==> src/rtl/fft_peak_detect.sv <==
// -----------------------------------------------------------------------------
// fft_peak_detect
//
// Frame analysis stage that sits after the 16-point FFT. A complete 16-bin
// frame is captured on a single-cycle fft_valid pulse. The bins are then
// scanned one per cycle, and the squared magnitude re*re + im*im of each is
// compared against a running maximum. When the scan ends, the index of the
// strongest bin is reported on freq together with a one-cycle done pulse.
//
// A new frame may be captured in the same cycle that the last bin of the
// current frame is scanned. As a result, frames spaced exactly 16 cycles apart
// are processed back-to-back with no idle cycle between them. A frame that
// arrives at any other point in a scan is dropped, and overrun is flagged.
//
// Ports
//   CLK        in   1   clock; all state updates on the rising edge
//   RST        in   1   asynchronous, active-high reset
//   fft_valid  in   1   single-cycle pulse qualifying fft_d0..fft_d15
//   fft_dK     in  32   bin K; [31:16] signed real, [15:0] signed imaginary
//   done       out  1   one-cycle pulse; freq is updated in the same cycle
//   freq       out  4   argmax bin of the last completed frame (held)
//   overrun    out  1   one-cycle pulse when a frame had to be dropped
// -----------------------------------------------------------------------------
module fft_peak_detect (
    input  logic        CLK,
    input  logic        RST,
    input  logic        fft_valid,
    input  logic [31:0] fft_d0,
    input  logic [31:0] fft_d1,
    input  logic [31:0] fft_d2,
    input  logic [31:0] fft_d3,
    input  logic [31:0] fft_d4,
    input  logic [31:0] fft_d5,
    input  logic [31:0] fft_d6,
    input  logic [31:0] fft_d7,
    input  logic [31:0] fft_d8,
    input  logic [31:0] fft_d9,
    input  logic [31:0] fft_d10,
    input  logic [31:0] fft_d11,
    input  logic [31:0] fft_d12,
    input  logic [31:0] fft_d13,
    input  logic [31:0] fft_d14,
    input  logic [31:0] fft_d15,
    output logic        done,
    output logic [3:0]  freq,
    output logic        overrun
);

    typedef enum logic [0:0] {
        IDLE = 1'b0,
        SCAN = 1'b1
    } state_t;

    // Squared magnitude of one bin. Each 16x16 signed square is at most 2^30,
    // so the sum is at most 2^31. That value fits in an unsigned 32-bit word
    // without overflow.
    function automatic logic [31:0] mag_f(input logic [31:0] word);
        logic signed [15:0] re;
        logic signed [15:0] im;
        logic signed [31:0] re_sq;
        logic signed [31:0] im_sq;
        re    = word[31:16];
        im    = word[15:0];
        re_sq = 32'(re) * 32'(re);
        im_sq = 32'(im) * 32'(im);
        return $unsigned(re_sq) + $unsigned(im_sq);
    endfunction

    state_t      state_q, state_d;
    logic [3:0]  idx_q, idx_d;
    logic [31:0] max_mag_q, max_mag_d;
    logic [3:0]  max_idx_q, max_idx_d;
    logic [31:0] buf_q [16];

    logic        done_q, done_d;
    logic [3:0]  freq_q, freq_d;
    logic        overrun_q, overrun_d;

    logic [31:0] in_words_s [16];
    logic        last_bin_s;
    logic        capture_s;
    logic [31:0] mag_s;
    logic [31:0] cand_mag_s;
    logic [3:0]  cand_idx_s;

    assign in_words_s[0]  = fft_d0;
    assign in_words_s[1]  = fft_d1;
    assign in_words_s[2]  = fft_d2;
    assign in_words_s[3]  = fft_d3;
    assign in_words_s[4]  = fft_d4;
    assign in_words_s[5]  = fft_d5;
    assign in_words_s[6]  = fft_d6;
    assign in_words_s[7]  = fft_d7;
    assign in_words_s[8]  = fft_d8;
    assign in_words_s[9]  = fft_d9;
    assign in_words_s[10] = fft_d10;
    assign in_words_s[11] = fft_d11;
    assign in_words_s[12] = fft_d12;
    assign in_words_s[13] = fft_d13;
    assign in_words_s[14] = fft_d14;
    assign in_words_s[15] = fft_d15;

    // The last bin of a scan is the only point inside SCAN where a new
    // frame can be accepted.
    assign last_bin_s = (state_q == SCAN) && (idx_q == 4'd15);
    assign capture_s  = fft_valid && ((state_q == IDLE) || last_bin_s);
    assign mag_s      = mag_f(buf_q[idx_q]);

    // Running max/argmax candidate for the bin currently being scanned.
    // Bin 0 always reseeds the running values. Afterwards, only a strictly
    // larger magnitude replaces them, so a tie keeps the lower index.
    always_comb begin
        cand_mag_s = max_mag_q;
        cand_idx_s = max_idx_q;
        if (idx_q == 4'd0) begin
            cand_mag_s = mag_s;
            cand_idx_s = 4'd0;
        end else if (mag_s > max_mag_q) begin
            cand_mag_s = mag_s;
            cand_idx_s = idx_q;
        end else begin
            cand_mag_s = max_mag_q;
            cand_idx_s = max_idx_q;
        end
    end

    // FSM state register.
    always_ff @(posedge CLK or posedge RST) begin
        if (RST) begin
            state_q <= IDLE;
        end else begin
            state_q <= state_d;
        end
    end

    // FSM next-state logic.
    always_comb begin
        state_d = state_q;
        case (state_q)
            IDLE: begin
                if (capture_s) begin
                    state_d = SCAN;
                end else begin
                    state_d = IDLE;
                end
            end
            SCAN: begin
                if (idx_q != 4'd15) begin
                    state_d = SCAN;
                end else if (fft_valid) begin
                    state_d = SCAN;
                end else begin
                    state_d = IDLE;
                end
            end
            default: begin
                state_d = IDLE;
            end
        endcase
    end

    // FSM output logic. It computes the next values of the registered
    // outputs, so the outputs have no combinational path from the inputs.
    always_comb begin
        done_d    = 1'b0;
        freq_d    = freq_q;
        overrun_d = 1'b0;
        case (state_q)
            IDLE: begin
                done_d    = 1'b0;
                freq_d    = freq_q;
                overrun_d = 1'b0;
            end
            SCAN: begin
                if (last_bin_s) begin
                    done_d    = 1'b1;
                    freq_d    = cand_idx_s;
                    overrun_d = 1'b0;
                end else begin
                    done_d    = 1'b0;
                    freq_d    = freq_q;
                    overrun_d = fft_valid;
                end
            end
            default: begin
                done_d    = 1'b0;
                freq_d    = freq_q;
                overrun_d = 1'b0;
            end
        endcase
    end

    // Datapath next-state: bin index and running max/argmax.
    always_comb begin
        idx_d     = idx_q;
        max_mag_d = max_mag_q;
        max_idx_d = max_idx_q;
        if (capture_s) begin
            idx_d = 4'd0;
        end else if (state_q == SCAN) begin
            // Wraps from 15 back to 0 when the scan returns to IDLE.
            idx_d = idx_q + 4'd1;
        end else begin
            idx_d = idx_q;
        end
        if (state_q == SCAN) begin
            max_mag_d = cand_mag_s;
            max_idx_d = cand_idx_s;
        end else begin
            max_mag_d = max_mag_q;
            max_idx_d = max_idx_q;
        end
    end

    // Datapath and output registers.
    always_ff @(posedge CLK or posedge RST) begin
        if (RST) begin
            idx_q     <= 4'd0;
            max_mag_q <= 32'd0;
            max_idx_q <= 4'd0;
            done_q    <= 1'b0;
            freq_q    <= 4'd0;
            overrun_q <= 1'b0;
        end else begin
            idx_q     <= idx_d;
            max_mag_q <= max_mag_d;
            max_idx_q <= max_idx_d;
            done_q    <= done_d;
            freq_q    <= freq_d;
            overrun_q <= overrun_d;
        end
    end

    // Frame buffer. Its contents are only read while in SCAN, after a
    // capture, so it is not reset.
    always_ff @(posedge CLK) begin
        if (capture_s) begin
            for (int k = 0; k < 16; k++) begin
                buf_q[k] <= in_words_s[k];
            end
        end
    end

    assign done    = done_q;
    assign freq    = freq_q;
    assign overrun = overrun_q;

endmodule

==> config.mk <==
export PLATFORM = sky130hd
export DESIGN_NAME = fft_peak_detect
export DESIGN_NICKNAME = d
export VERILOG_FILES = /design/src/rtl/fft_peak_detect.sv
export SDC_FILE = /design/constraint.sdc
export NUM_CORES = 2
export LEC_CHECK = 0
export CAP_MARGIN = 20
export CORE_AREA = 2 2 285 287
export DETAILED_ROUTE_END_ITERATION = 10
export DIE_AREA = 0 0 287 289
export MAX_ROUTING_LAYER = met4
export PLACE_DENSITY = 0.73
export SYNTH_ARGS = -nofsm -noshare
export SYNTH_HDL_FRONTEND = slang
export SYNTH_SLANG_ARGS = --single-unit
==> constraint.sdc <==
create_clock -name CLK -period 36.4 [get_ports CLK]
set_input_delay 9.1 -clock CLK [delete_from_list [all_inputs] [get_ports CLK]]
set_output_delay 9.1 -clock CLK [all_outputs]
set_load 0.02 [all_outputs]
==> results.json <==
{
  "crit_path_end": "buf_q[8][11]",
  "max_freq_ghz": 0.0663,
  "ctsHoldBuffers": 0,
  "htreeDepth": 2,
  "area_growth_pct": 21.1,
  "synth.distinct_cells": 64,
  "vias": 24200,
  "placementRows": 104,
  "worst_slew_pin_slew_ns": 1.08,
  "drt_pass1_iterations": 7,
  "antenna_found_initial": 36,
  "fin_skew_ns": 0.0530,
  "layout-drive-gt1-share_pct": 9.94,
  "dieWidth_um": 287,
  "synth-seq-area-share_pct": 41.7,
  "grt_overflow_total": 0,
  "relSlewSlack_pct": 28.3,
  "cp.required_ns": 36.63,
  "final_nets": 4664,
  "ant_nets": 0,
  "clkSinkCount": 559,
  "cts_tree": "built",
  "synth_nets": 4127,
  "finalMaxSlewViolations": 0,
  "cts_root_buf": "clkbuf_16",
  "ios": 521,
  "dp_slack_ns": 20.80,
  "seq_area_um2": 16600,
  "io_buffer_count": 520,
  "drt_iter0_markers": 1758,
  "final_common_cell": "inv_1",
  "arrival_ns": 15.31,
  "drc": 0,
  "cts_setup_buffers": 0,
  "layout_min_cycle_time_ns": 15.08,
  "r2r.worst_path.cells": 37,
  "synth_fa_ha_area_share_pct": 32.1,
  "synthSimpleGateAreaFrac_pct": 4.29,
  "initial_core_util_pct": 49.7,
  "dieHeight_um": 289,
  "clk_pin_slew_worst_paths_ns": 0.06,
  "synth_edf_count": 512,
  "synth_area_per_cell_um2": 13.7,
  "setup.worst_path.end_class": "flip-flop",
  "synthFlopType": "edfxtp_1",
  "critPathMaxFanout": 83,
  "r2r_slack_ns": 22.04,
  "core_area_um2": 79900,
  "grt_pass1_wl_um": 160000,
  "synth-xor-area-share_pct": 1.24,
  "r2r_end": "max_mag_q[24]",
  "grt_usage_pct": 27.5,
  "n_fill_cell": 6233,
  "clock_path_buffers": 3,
  "r2r_start": "idx_q[0]",
  "wire_per_inst_um": 23.3,
  "clk_latency_ns": 0.63,
  "final_cell_mix": "inv_1 (709), fa_1 (521), clkdlybuf4s50_1 (520)",
  "dpl.hpwl_um": 87600,
  "status": "finished clean",
  "hp-class": "reg2reg",
  "synth-async-reset-ratio_pct": 8.41,
  "yosys_warnings": 0,
  "critPathKind": "in2reg",
  "routed_wl_um": 107000,
  "synth_top_family_by_area": "adder cells",
  "synth_compound_area_share_pct": 2.84,
  "grt_max_degree": 84,
  "rsz0062_at_grt": "no",
  "setup_violations": 0,
  "layout_setup_ws_ns": 21.32,
  "gp_congestion": 0.940,
  "ys_ff_latch": 559,
  "via_per_inst": 5.27,
  "cts_buffers": 57,
  "grt_pass1_vias": 26500,
  "dieArea_um2": 82900,
  "multi_input_comb_area_um2": 20000,
  "netlist_area_um2": 39700,
  "synthMuxAreaShare_pct": 9.97,
  "startpoint_type": "input port",
  "setup.worst_path.start": "fft_valid",
  "maxCapViolCount": 0,
  "cts_resized": 0,
  "hold_violations": 0,
  "finalSetupTns_ns": 0,
  "synthCells": 2907,
  "min_period_over_period_pct": 41.4
}
-- flip-flops by register name, indices dropped and copies added, names as in the netlist --
register / count
max_mag_q: 32
max_idx_q: 4
done: 1
buf_q: 512
idx_q: 4
overrun: 1
state_q: 1
freq: 4
-- cells by family after synthesis --
family / after synthesis
buf+inv: 801
fa+ha+maj: 705
flops: 559
simple gates: 407
mux: 221
compound gates: 158
xor+xnor: 56
-- per-stage QoR --
step	utilization (%)	hold WS, ns	std cells	area [um^2]
final	60.2	0.490	4584	48100
after floorplan	-	0.447	2907	39700
after global routing	60.1	0.510	4580	48000
after global placement	57.7	0.465	4444	46100
after detailed placement	57.7	0.477	4444	46100
after CTS	60.0	0.491	4549	48000
-- synth_stat cells, drive strengths merged (4+ instances only) --
cell      n  area, um^2
a21oi    33         169
inv     715        2680
mux2i    33         330
mux4    131        2950
nor2    157         589
o21ai    41         250
nand2b   10        62.6
ha      184        2300
clkbuf   17        63.8
and2     10        63.8
and3      8        50.1
or2       9        56.3
fa      521       10400
nand4    10        62.6
xnor2    49         429
o21a     24         180
xor2      7        61.3
edfxtp  512       15400
o211ai    4        30.0
clkinv    8        30.0
nor2b     9        56.3
nand2   173         649
dfrtp    47        1180
a21o     19         143
nor3      7        35.0
mux2     57         676
buf      61         347
nand3     8        40.0
-- worst min path at each step --
| stage | endpoint | slack [ns] | startpoint | depth (start not counted) |
|---|---|---|---|---|
| after detailed placement | max_mag_q[25] | 0.48 | max_mag_q[25] | 2 |
| after global routing | max_mag_q[6] | 0.51 | max_mag_q[6] | 2 |
| after floorplan | max_mag_q[25] | 0.45 | max_mag_q[25] | 2 |
| after global placement | max_mag_q[25] | 0.47 | max_mag_q[25] | 2 |
| after CTS | max_mag_q[25] | 0.49 | max_mag_q[25] | 2 |
| final | max_mag_q[25] | 0.49 | max_mag_q[25] | 2 |
-- metal layers --
| layer | part of all wire (%) | wire length (um) | GRT usage (%) |
|---|---|---|---|
| met1 | 36 | 38100 | 32.0 |
| met3 | 6.8 | 7260 | 4.50 |
| met2 | 54 | 57800 | 48.1 |
| met5 | 0 | 0 | - |
| met4 | 3.6 | 3870 | 9.75 |
-- area by class of cell --
type                    instances  share of cell area [%]
clock buffers                  71                    3.14
clock inverters                34                   0.724
multi-input cells            1547                    41.7
diodes                         34                   0.177
well taps                    1060                    2.76
inverters                     723                    5.65
flip-flops and latches        559                    34.5
repair buffers                556                    11.4
-- worst max-delay path: stages --
cell             delay [ns]
clkdlybuf4s50_1        0.58
inv_1                  0.17
a21oi_4                0.13
buf_4                  0.81
buf_4                  0.76
buf_4                  0.80
buf_4                  0.85
buf_4                  0.93
buf_4                  0.91
Power is not shown: default switching activity piles up to over one toggle a cycle in this logic, so the estimate is an artifact.
